[config.mk]
export PLATFORM = sky130hd
export DESIGN_NAME = exe_stage_md_flat
export DESIGN_NICKNAME = d
export VERILOG_FILES = /design/src/rtl/exe_stage_md_if.sv /design/src/rtl/exe_stage_md.sv /design/src/flat_wrapper.sv
export SDC_FILE = /design/constraint.sdc
export NUM_CORES = 2
export LEC_CHECK = 0
export BUFFER_PORTS_ARGS = -buffer_cell sky130_fd_sc_hd__buf_2
export CAP_MARGIN = 10
export CORE_AREA = 2 2 379 381
export CTS_CLUSTER_DIAMETER = 200
export DETAILED_ROUTE_END_ITERATION = 10
export DIE_AREA = 0 0 381 383
export GPL_TIMING_DRIVEN = 0
export SYNTH_ARGS = -nofsm -noshare
export SYNTH_HDL_FRONTEND = slang
export SYNTH_SLANG_ARGS = --single-unit
[constraint.sdc]
create_clock -name clk -period 13 [get_ports clk]
set_clock_uncertainty 0.2 [all_clocks]
set_input_delay 0.65 -clock clk [delete_from_list [all_inputs] [get_ports clk]]
set_output_delay 0.65 -clock clk [all_outputs]
set_load 0.03 [all_outputs]
[src/rtl/exe_stage_md_if.sv]
// ID->EXE->MEM/SRAM bundle of the EXE stage: decoded payload in, result/forwarding/SRAM request out.
// No storage of its own, so no latency.
// Backpressure travels as exe_allowin toward ID and as mem_allowin into EXE.
interface exe_stage_md_if;
    logic        id_to_exe_valid;
    logic        exe_allowin;
    logic [31:0] id_pc;
    logic [75:0] id_alu_data_all;
    logic [6:0]  id_md_op;
    logic [5:0]  id_rf_all;
    logic        id_res_from_mem;
    logic        id_mem_we;
    logic [31:0] id_rkd_value;
    logic        mem_allowin;
    logic        exe_valid;
    logic        exe_to_mem_valid;
    logic [31:0] exe_pc;
    logic [31:0] exe_result;
    logic [5:0]  exe_rf_all;
    logic        exe_res_from_mem;
    logic [38:0] exe_fwd_all;
    logic        data_sram_en;
    logic [3:0]  data_sram_we;
    logic [31:0] data_sram_addr;
    logic [31:0] data_sram_wdata;

    // EXE stage side
    modport slave (
        input  id_to_exe_valid, id_pc, id_alu_data_all, id_md_op, id_rf_all,
               id_res_from_mem, id_mem_we, id_rkd_value, mem_allowin,
        output exe_allowin, exe_valid, exe_to_mem_valid, exe_pc, exe_result,
               exe_rf_all, exe_res_from_mem, exe_fwd_all,
               data_sram_en, data_sram_we, data_sram_addr, data_sram_wdata
    );

    // Surrounding pipeline side (ID, MEM, SRAM)
    modport master (
        output id_to_exe_valid, id_pc, id_alu_data_all, id_md_op, id_rf_all,
               id_res_from_mem, id_mem_we, id_rkd_value, mem_allowin,
        input  exe_allowin, exe_valid, exe_to_mem_valid, exe_pc, exe_result,
               exe_rf_all, exe_res_from_mem, exe_fwd_all,
               data_sram_en, data_sram_we, data_sram_addr, data_sram_wdata
    );
endinterface

[src/rtl/exe_stage_md.sv]
// EXE stage: ALU, single-cycle 33x33 multiply, iterative restoring divide, data-SRAM request, ID forwarding.
// Latency: ALU/mul result the cycle after latch; a divide is ready 32/DIV_RADIX_LOG2 + 1 cycles after latch.
// Backpressure: holds while a divide is computing or MEM refuses; exe_allowin drops and the result stays stable.
module exe_stage_md #(
    parameter int DIV_RADIX_LOG2 = 1
) (
    input  logic           clk,
    input  logic           resetn,
    exe_stage_md_if.slave  bus
);
    localparam int         N_CALC    = 32 / DIV_RADIX_LOG2;
    localparam logic [4:0] CALC_LAST = 5'(N_CALC - 1);

    typedef enum logic [1:0] {DIV_IDLE, DIV_CALC, DIV_DONE} div_state_t;

    // alu_op one-hot bits: 0 add, 1 sub, 2 slt, 3 sltu, 4 and, 5 nor, 6 or, 7 xor, 8 sll, 9 srl, 10 sra, 11 lui
    logic        valid_q, valid_d;
    logic [31:0] pc_q, pc_d;
    logic [11:0] alu_op_q, alu_op_d;
    logic [31:0] src1_q, src1_d;
    logic [31:0] src2_q, src2_d;
    logic [6:0]  md_op_q, md_op_d;
    logic [5:0]  rf_all_q, rf_all_d;
    logic        res_from_mem_q, res_from_mem_d;
    logic        mem_we_q, mem_we_d;
    logic [31:0] rkd_q, rkd_d;

    div_state_t  div_state_q;
    logic [31:0] quo_q, rem_q, dvs_q;
    logic [4:0]  cnt_q;

    logic        is_mul, is_div, div_signed, is_mod, ready_go, allowin;
    logic [31:0] mag1, mag2, alu_res, mul_res, div_res, exe_res;
    logic [31:0] quo_step, rem_step;
    logic [63:0] mul_a, mul_b, mul_prod;

    assign is_mul     = |md_op_q[2:0];
    assign is_div     = |md_op_q[6:3];
    assign div_signed = md_op_q[3] | md_op_q[4];
    assign is_mod     = md_op_q[4] | md_op_q[6];
    assign ready_go   = ~is_div | (div_state_q == DIV_DONE);
    assign allowin    = ~valid_q | (ready_go & bus.mem_allowin);

    // Payload capture: every field loads together when ID hands over an instruction
    always_comb begin
        valid_d        = valid_q;
        pc_d           = pc_q;
        alu_op_d       = alu_op_q;
        src1_d         = src1_q;
        src2_d         = src2_q;
        md_op_d        = md_op_q;
        rf_all_d       = rf_all_q;
        res_from_mem_d = res_from_mem_q;
        mem_we_d       = mem_we_q;
        rkd_d          = rkd_q;
        if (allowin) begin
            valid_d = bus.id_to_exe_valid;
        end
        if (allowin && bus.id_to_exe_valid) begin
            pc_d                     = bus.id_pc;
            {alu_op_d, src1_d, src2_d} = bus.id_alu_data_all;
            md_op_d                  = bus.id_md_op;
            rf_all_d                 = bus.id_rf_all;
            res_from_mem_d           = bus.id_res_from_mem;
            mem_we_d                 = bus.id_mem_we;
            rkd_d                    = bus.id_rkd_value;
        end
    end

    // Payload registers
    always_ff @(posedge clk) begin
        if (!resetn) begin
            valid_q        <= 1'b0;
            pc_q           <= '0;
            alu_op_q       <= '0;
            src1_q         <= '0;
            src2_q         <= '0;
            md_op_q        <= '0;
            rf_all_q       <= '0;
            res_from_mem_q <= 1'b0;
            mem_we_q       <= 1'b0;
            rkd_q          <= '0;
        end else begin
            valid_q        <= valid_d;
            pc_q           <= pc_d;
            alu_op_q       <= alu_op_d;
            src1_q         <= src1_d;
            src2_q         <= src2_d;
            md_op_q        <= md_op_d;
            rf_all_q       <= rf_all_d;
            res_from_mem_q <= res_from_mem_d;
            mem_we_q       <= mem_we_d;
            rkd_q          <= rkd_d;
        end
    end

    // ALU: one-hot op select
    always_comb begin
        alu_res = '0;
        if      (alu_op_q[0])  alu_res = src1_q + src2_q;
        else if (alu_op_q[1])  alu_res = src1_q - src2_q;
        else if (alu_op_q[2])  alu_res = {31'b0, $signed(src1_q) < $signed(src2_q)};
        else if (alu_op_q[3])  alu_res = {31'b0, src1_q < src2_q};
        else if (alu_op_q[4])  alu_res = src1_q & src2_q;
        else if (alu_op_q[5])  alu_res = ~(src1_q | src2_q);
        else if (alu_op_q[6])  alu_res = src1_q | src2_q;
        else if (alu_op_q[7])  alu_res = src1_q ^ src2_q;
        else if (alu_op_q[8])  alu_res = src1_q << src2_q[4:0];
        else if (alu_op_q[9])  alu_res = src1_q >> src2_q[4:0];
        else if (alu_op_q[10]) alu_res = 32'($signed(src1_q) >>> src2_q[4:0]);
        else if (alu_op_q[11]) alu_res = src2_q;
    end

    // Multiply: 64-bit product of sign/zero-extended operands equals the low half of the 33x33 product
    always_comb begin
        mul_a    = {{32{~md_op_q[2] & src1_q[31]}}, src1_q};
        mul_b    = {{32{~md_op_q[2] & src2_q[31]}}, src2_q};
        mul_prod = mul_a * mul_b;
        mul_res  = md_op_q[0] ? mul_prod[31:0] : mul_prod[63:32];
    end

    // Divider step: DIV_RADIX_LOG2 restoring iterations on {rem, quo} per CALC cycle
    always_comb begin
        logic [32:0] shifted;
        logic [33:0] diff;
        quo_step = quo_q;
        rem_step = rem_q;
        for (int i = 0; i < DIV_RADIX_LOG2; i++) begin
            shifted  = {rem_step, quo_step[31]};
            diff     = {1'b0, shifted} - {2'b0, dvs_q};
            quo_step = {quo_step[30:0], ~diff[33]};
            rem_step = diff[33] ? 32'(shifted) : 32'(diff);
        end
    end

    // Operand magnitudes and sign fixup; a zero divisor overrides everything
    always_comb begin
        mag1    = (div_signed & src1_q[31]) ? (32'd0 - src1_q) : src1_q;
        mag2    = (div_signed & src2_q[31]) ? (32'd0 - src2_q) : src2_q;
        div_res = is_mod ? ((div_signed & src1_q[31]) ? (32'd0 - rem_q) : rem_q)
                         : ((div_signed & (src1_q[31] ^ src2_q[31])) ? (32'd0 - quo_q) : quo_q);
        if (src2_q == 32'd0) begin
            div_res = is_mod ? src1_q : 32'hFFFF_FFFF;
        end
    end

    // Divide FSM: load magnitudes, run N_CALC steps, hold in DONE until MEM takes the result
    always_ff @(posedge clk) begin
        if (!resetn) begin
            div_state_q <= DIV_IDLE;
            quo_q       <= '0;
            rem_q       <= '0;
            dvs_q       <= '0;
            cnt_q       <= '0;
        end else begin
            case (div_state_q)
                DIV_IDLE: begin
                    if (valid_q && is_div) begin
                        div_state_q <= DIV_CALC;
                        quo_q       <= mag1;
                        rem_q       <= '0;
                        dvs_q       <= mag2;
                        cnt_q       <= '0;
                    end
                end
                DIV_CALC: begin
                    quo_q <= quo_step;
                    rem_q <= rem_step;
                    cnt_q <= cnt_q + 5'd1;
                    if (cnt_q == CALC_LAST) begin
                        div_state_q <= DIV_DONE;
                    end
                end
                DIV_DONE: begin
                    if (bus.mem_allowin) begin
                        div_state_q <= DIV_IDLE;
                    end
                end
                default: div_state_q <= DIV_IDLE;
            endcase
        end
    end

    assign exe_res = is_div ? div_res : (is_mul ? mul_res : alu_res);

    assign bus.exe_allowin      = allowin;
    assign bus.exe_valid        = valid_q;
    assign bus.exe_to_mem_valid = valid_q & ready_go;
    assign bus.exe_pc           = pc_q;
    assign bus.exe_result       = exe_res;
    assign bus.exe_rf_all       = rf_all_q;
    assign bus.exe_res_from_mem = res_from_mem_q;
    assign bus.exe_fwd_all      = {valid_q & (res_from_mem_q | (is_div & (div_state_q != DIV_DONE))),
                                   rf_all_q, exe_res};
    assign bus.data_sram_en     = valid_q & (res_from_mem_q | mem_we_q) & bus.mem_allowin;
    assign bus.data_sram_we     = {4{valid_q & mem_we_q & bus.mem_allowin}};
    assign bus.data_sram_addr   = alu_res;
    assign bus.data_sram_wdata  = rkd_q;
endmodule

[src/flat_wrapper.sv]
// flat-port wrapper written by rule: the top's interface ports become plain ports
module exe_stage_md_flat 
#(
    parameter int DIV_RADIX_LOG2 = 1
)
  (clk, resetn, bus_id_to_exe_valid, bus_id_pc, bus_id_alu_data_all, bus_id_md_op, bus_id_rf_all, bus_id_res_from_mem, bus_id_mem_we, bus_id_rkd_value, bus_mem_allowin, bus_exe_allowin, bus_exe_valid, bus_exe_to_mem_valid, bus_exe_pc, bus_exe_result, bus_exe_rf_all, bus_exe_res_from_mem, bus_exe_fwd_all, bus_data_sram_en, bus_data_sram_we, bus_data_sram_addr, bus_data_sram_wdata);
  exe_stage_md_if bus_i ();
  input  logic clk;
  input  logic resetn;
  input wire logic [$bits(bus_i.id_to_exe_valid)-1:0] bus_id_to_exe_valid;
  input wire logic [$bits(bus_i.id_pc)-1:0] bus_id_pc;
  input wire logic [$bits(bus_i.id_alu_data_all)-1:0] bus_id_alu_data_all;
  input wire logic [$bits(bus_i.id_md_op)-1:0] bus_id_md_op;
  input wire logic [$bits(bus_i.id_rf_all)-1:0] bus_id_rf_all;
  input wire logic [$bits(bus_i.id_res_from_mem)-1:0] bus_id_res_from_mem;
  input wire logic [$bits(bus_i.id_mem_we)-1:0] bus_id_mem_we;
  input wire logic [$bits(bus_i.id_rkd_value)-1:0] bus_id_rkd_value;
  input wire logic [$bits(bus_i.mem_allowin)-1:0] bus_mem_allowin;
  output wire logic [$bits(bus_i.exe_allowin)-1:0] bus_exe_allowin;
  output wire logic [$bits(bus_i.exe_valid)-1:0] bus_exe_valid;
  output wire logic [$bits(bus_i.exe_to_mem_valid)-1:0] bus_exe_to_mem_valid;
  output wire logic [$bits(bus_i.exe_pc)-1:0] bus_exe_pc;
  output wire logic [$bits(bus_i.exe_result)-1:0] bus_exe_result;
  output wire logic [$bits(bus_i.exe_rf_all)-1:0] bus_exe_rf_all;
  output wire logic [$bits(bus_i.exe_res_from_mem)-1:0] bus_exe_res_from_mem;
  output wire logic [$bits(bus_i.exe_fwd_all)-1:0] bus_exe_fwd_all;
  output wire logic [$bits(bus_i.data_sram_en)-1:0] bus_data_sram_en;
  output wire logic [$bits(bus_i.data_sram_we)-1:0] bus_data_sram_we;
  output wire logic [$bits(bus_i.data_sram_addr)-1:0] bus_data_sram_addr;
  output wire logic [$bits(bus_i.data_sram_wdata)-1:0] bus_data_sram_wdata;
  assign bus_i.id_to_exe_valid = bus_id_to_exe_valid;
  assign bus_i.id_pc = bus_id_pc;
  assign bus_i.id_alu_data_all = bus_id_alu_data_all;
  assign bus_i.id_md_op = bus_id_md_op;
  assign bus_i.id_rf_all = bus_id_rf_all;
  assign bus_i.id_res_from_mem = bus_id_res_from_mem;
  assign bus_i.id_mem_we = bus_id_mem_we;
  assign bus_i.id_rkd_value = bus_id_rkd_value;
  assign bus_i.mem_allowin = bus_mem_allowin;
  assign bus_exe_allowin = bus_i.exe_allowin;
  assign bus_exe_valid = bus_i.exe_valid;
  assign bus_exe_to_mem_valid = bus_i.exe_to_mem_valid;
  assign bus_exe_pc = bus_i.exe_pc;
  assign bus_exe_result = bus_i.exe_result;
  assign bus_exe_rf_all = bus_i.exe_rf_all;
  assign bus_exe_res_from_mem = bus_i.exe_res_from_mem;
  assign bus_exe_fwd_all = bus_i.exe_fwd_all;
  assign bus_data_sram_en = bus_i.data_sram_en;
  assign bus_data_sram_we = bus_i.data_sram_we;
  assign bus_data_sram_addr = bus_i.data_sram_addr;
  assign bus_data_sram_wdata = bus_i.data_sram_wdata;
  exe_stage_md #(.DIV_RADIX_LOG2(DIV_RADIX_LOG2)) u_core (.clk(clk), .resetn(resetn), .bus(bus_i));
endmodule
; ---- After elaboration in Yosys (flattened, before gate mapping)
; Cells that the tools add are included.
[totals]
ramBits = 0
word_cells = 107
register_bits = 259
output_inout_bits = 182
in_bits = 159
rom_bits = 0
latch_bits = 0
memories = 0
[classes]
n_div = 0
n_shift = 3
n_addsub = 8
multipliers = 1
n_reduce_logical = 10
magnitude_cmp = 2
muxes = 33
bitwise_logic = 28
n_eq_ne = 7
[ops]
columns = operator, n
row1 = $mux 32, 25
row2 = $pmux 32 s2, 2
row3 = $sub 1x32->32 const A, 4
row4 = $lt 32x32->1, 2
row5 = $mul 33x33->64, 1
row6 = $sub 33x32->34, 1
row7 = $add 32x32->32, 1
row8 = $and 32x32->32, 1
row9 = $logic_not 32->1, 1
row10 = $not 32->32, 1
row11 = $or 32x32->32, 1
row12 = $shl 32x5->32, 1
row13 = $shr 32x5->32, 1
row14 = $sshr 32x5->32, 1
row15 = $sub 32x32->32, 1
row16 = $xor 32x32->32, 1
row17 = $and 1x1->1, 13
row18 = $pmux 5 s2, 1
row19 = $mux 2, 3
row20 = $or 1x1->1, 6
row21 = $pmux 2 s3, 1
row22 = $add 5x1->5 const B, 1
row23 = $eq 5x5->1 const B, 1
row24 = $mux 5, 1
row25 = 13 further kinds, 20

; ---- Longest topological paths before layout
[depth]
ltp_word = 14
depth_mapped = 36
depth_no_buf = 29

; ---- Worst setup path after synthesis
; No wires, ideal clock.
[synth_path]
path_kind = flip-flop to output port
from = register u_core.src2_q[3]
to = output port bus_exe_result[24]
required_ns = 12.150
setup_slack_ns = 1.956
arrival_ns = 10.194
path_stages_with_launch = 35
n_path_buf = 9
path_cell_list = dfxtp_1 > buf_2 > buf_1 > buf_1 > clkbuf_1 > buf_2 > clkbuf_1 > clkbuf_1 > nand2_1 > fa_1 > fa_1 > inv_1 > fa_1 > inv_1 > fa_1 > fa_1 > inv_1 > fa_1 > fa_1 > inv_1 > fa_1 > inv_1 > ha_1 > clkbuf_1 > and4_1 > and4_1 > a221oi_1 > o21ai_1 > o2111ai_1 > a21oi_1 > o31ai_1 > and2_1 > mux2_2 > nor4_1 > buf_4
[synth_via]
elab_chain_cells = 14
word_cells_on_any_way = 22
cone_classes = 2 x add/sub / 1 x mul / 3 x shift / 15 x mux / 1 x reduce/logical
[synth_rtl]
columns = element, line
row1 = start: declaration, exe_stage_md.sv:21  ; logic [31:0] src2_q, src2_d;
row2 = start signal: assignment, exe_stage_md.sv:88  ; src2_q <= src2_d;
row3 = branches (longest 13 deep; another with $mul 33x33->64), n/a
row4 = $mux 32 (*), exe_stage_md.sv:184  ; assign exe_res = is_div ? div_res : (is_mul ? mul_res : alu_res);
row5 = end: declaration, flat_wrapper.sv:23  ; output wire logic [$bits(bus_i.exe_result)-1:0] bus_exe_result;
; Every way passes the cells marked *.

; ---- Final worst setup path
[layout_path]
from = register u_core.src1_q[23]
to = output port bus_exe_result[27]
[layout_via]
elab_chain_cells = 14
word_cells_on_any_way = 20
cone_classes = 2 x add/sub / 1 x mul / 3 x shift / 14 x mux
[layout_rtl]
columns = element, line
row1 = start: declaration, exe_stage_md.sv:20  ; logic [31:0] src1_q, src1_d;
row2 = start signal: assignment, exe_stage_md.sv:87  ; src1_q <= src1_d;
row3 = branches (longest 12 deep; another with $mul 33x33->64), n/a
row4 = $mux 32 (*) (2 in series), exe_stage_md.sv:184
; Marked as above.

==> results.md <==
- The number of antenna violations at the first check in global routing is 43.
- For this run, the register share of the synthesized area comes to 0.0817.
- After layout, the worst setup slack is -167 ps.
- Once detail routing completed, the nets flagged for antenna violations numbered 0.
- The largest single stage delay on the critical path is 820 ps.
- For the pin with the worst max-slew slack, the measured transition is 1470 ps.
- The average size of a mapped cell is 8.18 um^2.
- The sum of routed wire length over all layers is 362000 um.
- The cell area that synthesis handed to floorplanning was 63500 um^2.
- The cell taking the most area after synthesis is sky130_fd_sc_hd__fa_1.
- The fill cell total of the finished layout is 14349.
- The worst setup path is launched from a flip-flop.
- The tightest min-delay check is of the in2reg type.
- The number of setup violations in the final report is 5.
- The floorplan has 139 rows.
- Data arrives at the worst endpoint at 12320 ps.
- The clock latency of the later-clocked register in the worst-skew pair is 640 ps.
- Of the post-synthesis cell area, the dominant cell type holds 0.356.
- The total of hold buffers inserted after clock tree synthesis is 0.
- The final-layout setup total negative slack is -426 ps.
- The first-pass GRT wire length is 494000 um.
- The analysis attributes to cell leakage a power of 31.5 nW.
- The count of final hold-check violations is 0.
- The remaining global-route overflow is 0.
- The clock net sink count is 259.
- The synthesized netlist contains 107 unique library cells.
- The global-route total usage across every layer is 0.489.
- Data on the critical path is required at its endpoint by 12150 ps.
- The nature of the critical path endpoint is an output port.
- The maximum VDD drop is 128 uV.
- The final layout contains 9789 nets.
- The checks that failed: negative setup slack.
- Relative to the synthesized area, the layout overhead comes to 9.47%.
- The count of final max-slew check failures is 0.
- Headroom to the max-slew limit came out at 0.0209.
- The share of the core filled with cells in the final layout is 0.489.
- Prior to clock tree synthesis, the placed netlist has a worst setup slack of -1560 ps.
- The clock tree buffer depth is 3.
- Routability-driven placement finished with a final weighted congestion of 1.14.
- CTS built an H-tree with a depth of 1.
- The die covers 146000 um^2.
- The number of global-route vias before repair is 62002.
- The power per standard cell area is 95.3 nW/um^2.
- The worst register-to-register path begins at u_core.src1_q[0]$_SDFFE_PN0P_.
- The number of detailed-route iterations in the first pass is 9.
- The most instantiated flip-flop cell in the synthesis netlist is sky130_fd_sc_hd__dfxtp_1.
- In this run, CTS created clock tree buffers numbering 30.
- The cell sitting at the root of the clock tree is a sky130_fd_sc_hd__clkbuf_16.
- The routed layout has 64125 vias.
- After technology mapping, the gate count stands at 7765.
- The depth of the most critical reg-to-reg path is 14.
- The tool flagged a number of max-cap violations equal to 0.
- The post-layout minimum cycle time is 13170 ps.
- Synthesis produced a netlist with a net count of 9399.
- During placement, the flow inserted port buffers numbering 340.
- The number of DRC markers after the initial detailed-route iteration is 9421.
- The sum of net half-perimeters after detailed placement is 302000 um.
- The count of unresolved DRC violations after routing is 0.
- In the final routed layout, each cell accounts on average for 35.8 um.
- In this run the vertical extent of the chip is 383 um.
- The flip-flop and latch count after synthesis is 259.
- The worst min-delay path endpoint is u_core.bus.exe_pc[8]$_SDFFE_PN0P_.
- On the final layout, the worst hold slack is 49.8 ps.
- The number of I/O pins is 341.
- Yosys mapped a number of flops with a built-in enable equal to 0.
- The run finished, with violations left.
- Based on the critical path, the design can be clocked at up to 0.0759 GHz.
- In the final layout, the share of cells above drive strength 1 is 0.0956.
- After synthesis, the cell types taking the most area are sky130_fd_sc_hd__fa_1, sky130_fd_sc_hd__dfxtp_1, sky130_fd_sc_hd__nand2_1.
- The count of synthesis-stage warnings from yosys is 0.
- The clock slew seen by the registers of the worst setup and hold paths is 60 ps.
- The source of the worst hold timing path is bus_id_pc[8].
- The via-per-instance ratio is 6.34.
- The number of cells on the worst hold path is 3.
- The async set-or-reset flop fraction in the synthesized netlist is 0.
- The slowest stage of the critical path belongs to the cell sky130_fd_sc_hd__clkbuf_2.
- In the finished design, the share of the clock period the worst path needs comes to 1.01.
- The pin count of the biggest net entering global routing is 25.
- In this run the register-to-register setup slack is 7530 ps.
- The core box area is 142000 um^2.
- The maximum fanout along the worst path is 10.
- The most numerous cell on the critical path is sky130_fd_sc_hd__fa_1.
- The reg-to-reg endpoint is u_core.quo_q[30]$_SDFFE_PN0P_.
- The worst setup path is of the reg2out kind.
- TritonCTS built the clock tree.
- The die is 381 um wide.
- For this configuration, the core starts out at a cell density of 0.446.
## worst max path at each step
| stage | startpoint | cells past startpoint | slack [ps] | to |
|---|---|---|---|---|
| after floorplan | u_core.src2_q[3]$_SDFFE_PN0P_ | 34 | 1960 | bus_exe_result[24] |
| after global placement | u_core.src2_q[3]$_SDFFE_PN0P_ | 35 | -1570 | bus_exe_result[24] |
| after detailed placement | u_core.src2_q[3]$_SDFFE_PN0P_ | 35 | -1560 | bus_exe_result[24] |
| after CTS | u_core.src1_q[24]$_SDFFE_PN0P_ | 30 | -30 | bus_exe_result[24] |
| after global routing | u_core.src2_q[2]$_SDFFE_PN0P_ | 34 | -4 | bus_exe_result[16] |
| final | u_core.src1_q[23]$_SDFFE_PN0P_ | 30 | -170 | bus_exe_result[27] |
## cells in the mapped netlist, drive strengths merged, types with 31 or more instances
library cell / n
a21oi: 287
nor2: 581
inv: 1261
buf: 212
a21o: 44
a22oi: 46
and2: 39
and3: 36
a21boi: 174
nand2b: 33
o211a: 34
mux4: 75
ha: 347
nand3: 72
o31ai: 33
nor2b: 31
or3: 32
o211ai: 42
mux2i: 74
nor4: 32
xnor2: 185
o22ai: 43
fa: 1128
dfxtp: 259
xor2: 69
clkbuf: 364
nand2: 1376
o21ai: 285
nor3: 94
a211oi: 50
a31oi: 51
## logic make-up (layout without fill, tap and decap cells)
group,after synthesis,count (layout),share of synthesized area
fa+ha+maj,1475,1475,0.424
compound gates,1340,1340,0.143
xor+xnor,254,254,0.0350
simple gates,2418,2418,0.161
mux,162,162,0.0406
other cells,0,37,0
buf+inv,1857,2269,0.115
flops,259,259,0.0817
## layer usage
metal / global-route usage / routed length (um) / up-vias
met5: 0.00529 / 280 / -
met4: 0.325 / 30700 / 24
met3: 0.209 / 53500 / 1184
met2: 0.664 / 141000 / 5023
met1: 0.627 / 137000 / 32377
li1: - / - / 25517
## worst max-delay path: cells and delay by family (launching register included)
family / cells / cell delay [ps]
buf+inv: 10 / 2910
fa+ha+maj: 9 / 4570
compound gates: 7 / 2620
xor+xnor: 1 / 230
flops: 1 / 660
simple gates: 3 / 610
## area by class of cell
cell class / count / area, um^2 / area share
diodes: 37 / 92.6 / 0.00133
plain buffers: 563 / 2640 / 0.0380
clock buffers: 37 / 837 / 0.0120
clock inverters: 17 / 249 / 0.00358
inverters: 1281 / 4820 / 0.0694
multi-input cells: 5649 / 51100 / 0.736
flip-flops and latches: 259 / 5190 / 0.0746
well taps: 1903 / 2380 / 0.0343
repair buffers: 371 / 2160 / 0.0310
## power breakdown
| group | switching [mW] | internal (mW) |
|---|---|---|
| combinational | 3.30 | 1.43 |
| clock | 0.411 | 0.558 |
| sequential | 0.0820 | 0.843 |
| total | 3.80 | 2.83 |
## flip-flops by register name, indices dropped and copies added, names as in the netlist
register	cells
u_core.bus.data_sram_wdata	32
u_core.bus.exe_pc	32
u_core.dvs_q	32
u_core.quo_q	32
u_core.rem_q	32
u_core.src1_q	32
u_core.src2_q	32
u_core.alu_op_q	12
u_core.md_op_q	7
u_core.bus.exe_rf_all	6
u_core.cnt_q	5
u_core.div_state_q	2
u_core.bus.exe_res_from_mem	1
u_core.bus.exe_valid	1
u_core.mem_we_q	1
## cell usage in the layout (no fill, tap or decap), types with 25 or more instances in the layout
cell type                   instances
sky130_fd_sc_hd__xnor2_1          185
sky130_fd_sc_hd__o221ai_1          27
sky130_fd_sc_hd__and2_1            39
sky130_fd_sc_hd__o211a_1           34
sky130_fd_sc_hd__xor2_1            69
sky130_fd_sc_hd__fa_1            1126
sky130_fd_sc_hd__nand2b_1          33
sky130_fd_sc_hd__mux4_2            75
sky130_fd_sc_hd__nand4_1           28
sky130_fd_sc_hd__nor4_1            27
sky130_fd_sc_hd__nor3_1            90
sky130_fd_sc_hd__mux2i_1           74
sky130_fd_sc_hd__o211ai_1          42
sky130_fd_sc_hd__a21o_1            44
sky130_fd_sc_hd__a22oi_1           45
sky130_fd_sc_hd__o22ai_1           43
sky130_fd_sc_hd__a31oi_1           48
sky130_fd_sc_hd__inv_1           1248
sky130_fd_sc_hd__and3_1            35
sky130_fd_sc_hd__clkbuf_2          40
sky130_fd_sc_hd__o21ai_0          247
sky130_fd_sc_hd__a21oi_1          280
sky130_fd_sc_hd__o21ai_1           34
sky130_fd_sc_hd__diode_2           37
sky130_fd_sc_hd__clkbuf_16         30
sky130_fd_sc_hd__o21a_1            25
sky130_fd_sc_hd__dfxtp_1          257
sky130_fd_sc_hd__clkbuf_1         308
sky130_fd_sc_hd__buf_2            386
sky130_fd_sc_hd__ha_1             347
sky130_fd_sc_hd__nor2b_1           31
sky130_fd_sc_hd__or3_1             32
sky130_fd_sc_hd__a21boi_0         172
sky130_fd_sc_hd__nor2_1           580
sky130_fd_sc_hd__buf_1             88
sky130_fd_sc_hd__o31ai_1           28
sky130_fd_sc_hd__a211oi_1          48
sky130_fd_sc_hd__nand3_1           72
sky130_fd_sc_hd__nand2_1         1375
sky130_fd_sc_hd__buf_4             62
## repair_timing
| item | in CTS | in global routing |
|---|---|---|
| setup buffers | 1 | 6 |
| pin swaps | 1 | 1 |
| endpoints found under the setup margin | 64 | 32 |
| resized for setup | 60 | 63 |
## per-stage QoR
step                      area (um^2)  instances  total power [mW]
after floorplan                 63500       7765              3.62
after global placement          67600      10008              5.35
after detailed placement        67900      10025              5.40
after CTS                       69100      10070              6.37
after global routing            69400      10080              6.84
final                           69500      10117              6.62
Power figures use the tool's default switching activity.
